==> src/rtl/i2c_pkg.sv <==
// Shared I2C register-bank definitions: FSM state encoding, byte width, R/W bit values.
package i2c_pkg;

  localparam int I2C_BYTE_W = 8;

  localparam logic RW_WRITE = 1'b0;
  localparam logic RW_READ  = 1'b1;

  typedef enum logic [1:0] {
    ST_IDLE   = 2'd0,
    ST_W_PTR  = 2'd1,
    ST_W_DATA = 2'd2,
    ST_RD     = 2'd3
  } state_t;

endpackage

==> src/rtl/i2c_reg_bank_if.sv <==
// Byte-stream link between the I2C peripheral (master side) and the register bank (slave side).
interface i2c_reg_bank_if;
  import i2c_pkg::*;

  logic                  rx_start;
  logic                  rx_rw;
  logic                  rx_valid;
  logic [I2C_BYTE_W-1:0] rx_data;
  logic                  rx_stop;
  logic                  rd_req;
  logic [I2C_BYTE_W-1:0] tx_data;
  logic                  tx_valid;

  modport master (
    output rx_start, rx_rw, rx_valid, rx_data, rx_stop, rd_req,
    input  tx_data, tx_valid
  );

  modport slave (
    input  rx_start, rx_rw, rx_valid, rx_data, rx_stop, rd_req,
    output tx_data, tx_valid
  );

endinterface

==> src/rtl/i2c_reg_array.sv <==
// NUM_REGS x 8-bit register file with one masked write port and a combinational read port.
module i2c_reg_array
  import i2c_pkg::*;
#(
  parameter int          NUM_REGS = 8,
  parameter int          PTR_W    = 3,
  parameter logic [255:0] RO_MASK = '0
) (
  input  logic                           clk,
  input  logic                           rst_n,
  input  logic                           we,
  input  logic [PTR_W-1:0]               waddr,
  input  logic [I2C_BYTE_W-1:0]          wdata,
  input  logic [PTR_W-1:0]               raddr,
  output logic [I2C_BYTE_W-1:0]          rdata,
  output logic                           wr_ok,
  output logic [I2C_BYTE_W*NUM_REGS-1:0] flat
);

  logic [NUM_REGS-1:0][I2C_BYTE_W-1:0] regs;

  assign wr_ok = we && !RO_MASK[waddr];

  always_ff @(posedge clk or negedge rst_n) begin
    if (!rst_n) begin
      regs <= '0;
    end else if (wr_ok) begin
      regs[waddr] <= wdata;
    end
  end

  // Write-first bypass so a same-cycle read of the written register sees the new byte.
  assign rdata = (wr_ok && (waddr == raddr)) ? wdata : regs[raddr];
  assign flat  = regs;

endmodule

==> src/rtl/i2c_reg_bank.sv <==
// Byte-level register bank behind the I2C peripheral: first write byte loads the pointer,
// later bytes write registers, read requests return reg[ptr]; pointer auto-increments and wraps.
module i2c_reg_bank
  import i2c_pkg::*;
#(
  parameter int           NUM_REGS = 8,
  parameter int           PTR_W    = 3,
  parameter logic [255:0] RO_MASK  = 256'h00
) (
  input  logic                           clk,
  input  logic                           rst_n,
  i2c_reg_bank_if.slave                  bus,
  output logic [I2C_BYTE_W*NUM_REGS-1:0] reg_flat,
  output logic [I2C_BYTE_W-1:0]          led,
  output logic                           wr_stb,
  output logic [PTR_W-1:0]               wr_idx,
  output logic                           err
);

  state_t                state, state_nxt;
  logic [PTR_W-1:0]      ptr;
  logic                  ptr_load, wr_en, rd_en, err_nxt;
  logic                  wr_ok;
  logic [I2C_BYTE_W-1:0] rd_data;

  always_ff @(posedge clk or negedge rst_n) begin
    if (!rst_n) begin
      state <= ST_IDLE;
    end else begin
      state <= state_nxt;
    end
  end

  always_comb begin
    state_nxt = state;
    if (bus.rx_start) begin
      state_nxt = (bus.rx_rw == RW_READ) ? ST_RD : ST_W_PTR;
    end else begin
      if (bus.rx_valid && (state == ST_W_PTR)) begin
        state_nxt = ST_W_DATA;
      end
      // A byte arriving with STOP is consumed above before the return to IDLE.
      if (bus.rx_stop) begin
        state_nxt = ST_IDLE;
      end
    end
  end

  always_comb begin
    ptr_load = 1'b0;
    wr_en    = 1'b0;
    rd_en    = 1'b0;
    err_nxt  = 1'b0;
    if (bus.rx_start) begin
      err_nxt = bus.rx_valid || bus.rd_req;
    end else if (bus.rx_valid) begin
      case (state)
        ST_W_PTR:  ptr_load = 1'b1;
        ST_W_DATA: wr_en    = 1'b1;
        default:   err_nxt  = 1'b1;
      endcase
      if (bus.rd_req) begin
        err_nxt = 1'b1;
      end
    end else if (bus.rd_req) begin
      // The bus never stalls: a stray request is still served, but flagged.
      rd_en   = 1'b1;
      err_nxt = (state != ST_RD);
    end
  end

  i2c_reg_array #(
    .NUM_REGS (NUM_REGS),
    .PTR_W    (PTR_W),
    .RO_MASK  (RO_MASK)
  ) u_array (
    .clk   (clk),
    .rst_n (rst_n),
    .we    (wr_en),
    .waddr (ptr),
    .wdata (bus.rx_data),
    .raddr (ptr),
    .rdata (rd_data),
    .wr_ok (wr_ok),
    .flat  (reg_flat)
  );

  always_ff @(posedge clk or negedge rst_n) begin
    if (!rst_n) begin
      ptr          <= '0;
      wr_stb       <= 1'b0;
      wr_idx       <= '0;
      bus.tx_data  <= '0;
      bus.tx_valid <= 1'b0;
      err          <= 1'b0;
    end else begin
      if (ptr_load) begin
        ptr <= bus.rx_data[PTR_W-1:0];
      end else if (wr_en || rd_en) begin
        ptr <= ptr + PTR_W'(1);
      end
      wr_stb <= wr_ok;
      if (wr_ok) begin
        wr_idx <= ptr;
      end
      bus.tx_valid <= rd_en;
      if (rd_en) begin
        bus.tx_data <= rd_data;
      end
      err <= err_nxt;
    end
  end

  assign led = reg_flat[I2C_BYTE_W-1:0];

endmodule

==> src/flat_wrapper.sv <==
// flat-port wrapper written by rule: the top's interface ports become plain ports
module i2c_reg_bank_flat import i2c_pkg::*;
#(
  parameter int           NUM_REGS = 8,
  parameter int           PTR_W    = 3,
  parameter logic [255:0] RO_MASK  = 256'h00
)
  (clk, rst_n, reg_flat, led, wr_stb, wr_idx, err, bus_rx_start, bus_rx_rw, bus_rx_valid, bus_rx_data, bus_rx_stop, bus_rd_req, bus_tx_data, bus_tx_valid);
  i2c_reg_bank_if bus_i ();
  input  logic clk;
  input  logic rst_n;
  output logic [I2C_BYTE_W*NUM_REGS-1:0] reg_flat;
  output logic [I2C_BYTE_W-1:0] led;
  output logic wr_stb;
  output logic [PTR_W-1:0] wr_idx;
  output logic err;
  input wire logic [$bits(bus_i.rx_start)-1:0] bus_rx_start;
  input wire logic [$bits(bus_i.rx_rw)-1:0] bus_rx_rw;
  input wire logic [$bits(bus_i.rx_valid)-1:0] bus_rx_valid;
  input wire logic [$bits(bus_i.rx_data)-1:0] bus_rx_data;
  input wire logic [$bits(bus_i.rx_stop)-1:0] bus_rx_stop;
  input wire logic [$bits(bus_i.rd_req)-1:0] bus_rd_req;
  output wire logic [$bits(bus_i.tx_data)-1:0] bus_tx_data;
  output wire logic [$bits(bus_i.tx_valid)-1:0] bus_tx_valid;
  assign bus_i.rx_start = bus_rx_start;
  assign bus_i.rx_rw = bus_rx_rw;
  assign bus_i.rx_valid = bus_rx_valid;
  assign bus_i.rx_data = bus_rx_data;
  assign bus_i.rx_stop = bus_rx_stop;
  assign bus_i.rd_req = bus_rd_req;
  assign bus_tx_data = bus_i.tx_data;
  assign bus_tx_valid = bus_i.tx_valid;
  i2c_reg_bank #(.NUM_REGS(NUM_REGS), .PTR_W(PTR_W), .RO_MASK(RO_MASK)) u_core (.clk(clk), .rst_n(rst_n), .bus(bus_i), .reg_flat(reg_flat), .led(led), .wr_stb(wr_stb), .wr_idx(wr_idx), .err(err));
endmodule
==> config.mk <==
export PLATFORM = sky130hd
export DESIGN_NAME = i2c_reg_bank_flat
export DESIGN_NICKNAME = d
export VERILOG_FILES = /design/src/rtl/i2c_pkg.sv /design/src/rtl/i2c_reg_bank_if.sv /design/src/rtl/i2c_reg_array.sv /design/src/rtl/i2c_reg_bank.sv /design/src/flat_wrapper.sv
export SDC_FILE = /design/constraint.sdc
export NUM_CORES = 1
export LEC_CHECK = 0
export BUFFER_PORTS_ARGS = -buffer_cell sky130_fd_sc_hd__buf_2
export CORE_ASPECT_RATIO = 2
export CORE_UTILIZATION = 25
export CTS_CLUSTER_DIAMETER = 120
export DETAILED_ROUTE_END_ITERATION = 7
export PLACE_DENSITY_LB_ADDON = 0.3
export REMOVE_ABC_BUFFERS = 1
export SLEW_MARGIN = 20
export SYNTH_ARGS = -nofsm -noshare
export SYNTH_HDL_FRONTEND = slang
export SYNTH_HIERARCHICAL = 1
export SYNTH_SLANG_ARGS = --single-unit
==> constraint.sdc <==
create_clock -name clk -period 2.9 [get_ports clk]
set_input_delay 0.58 -clock clk [delete_from_list [all_inputs] [get_ports clk]]
set_output_delay 0.58 -clock clk [all_outputs]
set_load 0.005 [all_outputs]
==> out/metrics.cfg <==
[routing]
num_vias = 2616
wl_per_cell_um = 19.9
drc = 0
via_per_inst = 4.59
drt_iter0_markers = 108
dr.pass1.iters = 4
routed_wl_mm = 11.3
ant_nets = 0

[critical_path]
worst-path-max-fanout = 5
arrival_ns = 2.58
slowest_stage = nor3b_2
cp_slowest_stage_delay_ns = 0.53
worstPathCellList = inv_1, ha_1, and3b_1, nand2b_1, nor3b_2, buf_4, mux2_2
startpoint_type = flop
path_class = flop to flop
cp-end-kind = flop
critPathRequiredTime_ns = 3.12

[floorplanning]
die_w_um = 91.9
core_sq_um = 15800
dieHeight_um = 182
io_pins = 101
initial_core_util = 0.256
rows = 65
fp.dieArea_sq_um = 16700

[cells_and_area]
layout_common_cells = 99 x buf_2, 88 x mux2_2, 83 x dfrtp_1
nFillCells = 1633
final_layout_size_suffix_gt1_frac = 0.648
syn2layout_area_growth_pct = 25.5
final_common_cell = buf_2
stdcell_count = 570
diodes = 0
fin_area_sq_um = 5080
nNetsFinal = 383

[status]
status = finished clean

[power]
power_frac_clock = 0.249
power.density_nw_per_um2 = 841
combinationalPowerShare = 0.329
switchingPower_uw = 1330
p_int_uw = 2940
p_seq_frac = 0.423
vdd_drop_max_mv = 0.236
total_power_uw = 4270
p_leak_uw = 0.00267
p_sw_frac = 0.311

[synthesis]
yosys_warnings = 6
ys_types = 32
ys_ff_latch = 83
synthCells = 256
seq_area_frac_synth = 0.514
netlist_area_sq_um = 4040
synth_area_per_cell_sq_um = 15.8

[clock_tree]
cts_sinks = 83
htreeDepth = 3
cts_hold_buf = 0
numCtsBuffers = 9
root_buffer = clkbuf_16
clockBufferDepth = 2
cts_resized = 0
clkLatencyLatePin_ns = 0.34
cts_tree = yes
path_clk_slew_ns = 0.06
post_cts_buffers = 0

[global_route]
grt_overflow_total = 0
antenna_found_initial = 0
grt_pass1_wl_mm = 17.3
grt_pass1_vias = 2795
grt_max_degree = 49
grtUsageTotal = 0.142

[timing]
slew_viol_final = 0
min_period_ns = 2.36
hold_viol_final = 0
finalSetupViolCount = 0
worst-slew-pin-transition_ns = 0.673
fmax_mhz = 424
grt_setup_unrepaired = no
relSlewSlack = 0.552
hold_ws_ns = 0.269
fin_worst_skew_ns = 0.00805
setup-tns-final_ns = 0
fin_crit_sh = 0.813

[placed_design]
dp_cells = 554
gp_congestion = 0.740
hpwl_mm = 8.22
io_buffers = 100
dpl-instance-area_sq_um = 4800

[flow_run]
drv_cap = 0

[hold_path]
worstHoldPathType = primary input to asynchronous set/reset pin

-- through the flow --
stage	worst slack [ns]	utilization
after global placement	0.412	0.305
after CTS	0.510	0.322
after floorplan	0.433	-
final	0.541	0.322
after global routing	0.437	0.322
after detailed placement	0.371	0.305
-- Yosys cell counts (all sizes together) --
library cell / count / area share
a2bb2oi: 1 / 0.0022
a21boi: 1 / 0.0019
mux4: 16 / 0.097
nand4: 2 / 0.0031
a2111oi: 1 / 0.0037
and2: 1 / 0.0015
buf: 16 / 0.034
nand4b: 3 / 0.0065
nor2: 2 / 0.0019
o31ai: 2 / 0.0037
nor3b: 4 / 0.011
nand2: 4 / 0.0037
nor3: 3 / 0.0074
mux2i: 1 / 0.0025
and3b: 2 / 0.0043
inv: 5 / 0.0046
ha: 4 / 0.012
clkbuf: 4 / 0.0037
o32a: 1 / 0.0025
mux2: 93 / 0.26
o211ai: 2 / 0.0037
nand3b: 1 / 0.0050
dfrtp: 83 / 0.51
nand2b: 1 / 0.0015
xnor2: 3 / 0.0065
-- per-layer routing --
layer	vias up	track usage	wire (um)
li1	1172	-	-
met1	1367	0.151	4230
met2	62	0.265	6420
met3	15	0.0281	381
met4	0	0.0644	290
met5	-	0	0
-- state kept, by name, indices dropped and copies added (netlist names) --
| signal | count |
|---|---|
| u_core/err | 1 |
| u_core/wr_stb | 1 |
| u_core/state | 2 |
| u_core/bus.tx_valid | 1 |
| u_core/wr_idx | 3 |
| u_core/bus.tx_data | 8 |
| u_core/u_array/flat | 64 |
| u_core/ptr | 3 |
-- final cells by class --
class                      count  area (sq um)  area share
sequential                    83          2080       0.409
multi-input combinational    148          1800       0.355
timing repair buffer         117           656       0.129
tap                          201           251      0.0495
clock buffer                  11           243      0.0478
clock inverter                 5          28.8     0.00567
inverter                       5          18.8     0.00370
-- power groups by stage --
stage	combinational [uW]	clock (uW)	sequential, uW
3_3_place_gp	1410	0	1820
5_1_grt	1520	1140	1860
3_5_place_dp	1420	0	1840
2_1_floorplan	679	0	1850
6_report	1400	1060	1800
4_1_cts	1430	1090	1810
-- worst paths after layout --
path                       slack (ns)                               from                             endpoint  depth (start not counted)
min in group clk                 0.44                        bus_rx_stop          u_core/state[1]$_DFFE_PN0P_                          2
min                              0.27                              rst_n  u_core/u_array/flat[55]$_DFFE_PN0P_                          1
max reg2reg                      0.54        u_core/state[0]$_DFFE_PN0P_  u_core/u_array/flat[17]$_DFFE_PN0P_                          7
max in group asynchronous        1.98                              rst_n  u_core/u_array/flat[10]$_DFFE_PN0P_                          2
min reg2reg                      0.49  u_core/bus.tx_data[1]$_DFFE_PN0P_    u_core/bus.tx_data[1]$_DFFE_PN0P_                          1
max                              0.54        u_core/state[0]$_DFFE_PN0P_  u_core/u_array/flat[17]$_DFFE_PN0P_                          7
-- cells by family after synthesis --
| family | Yosys count | synth area share |
|---|---|---|
| multiplexers | 110 | 0.362 |
| flip-flops | 83 | 0.514 |
| buffers and inverters | 25 | 0.0421 |
| AND/OR/NAND/NOR | 23 | 0.0461 |
| AO/OA/AOI/OAI | 8 | 0.0176 |
| adder cells (fa/ha/maj) | 4 | 0.0124 |
| XOR/XNOR | 3 | 0.00650 |
-- worst max-delay path: cells and delay by family, from the launching register on --
family,cells,cell delay (ns)
flops,1,0.40
buf+inv,2,0.36
fa+ha+maj,1,0.18
simple gates,3,0.94
mux,1,0.35
No activity file was read; power rests on OpenSTA's default activity.
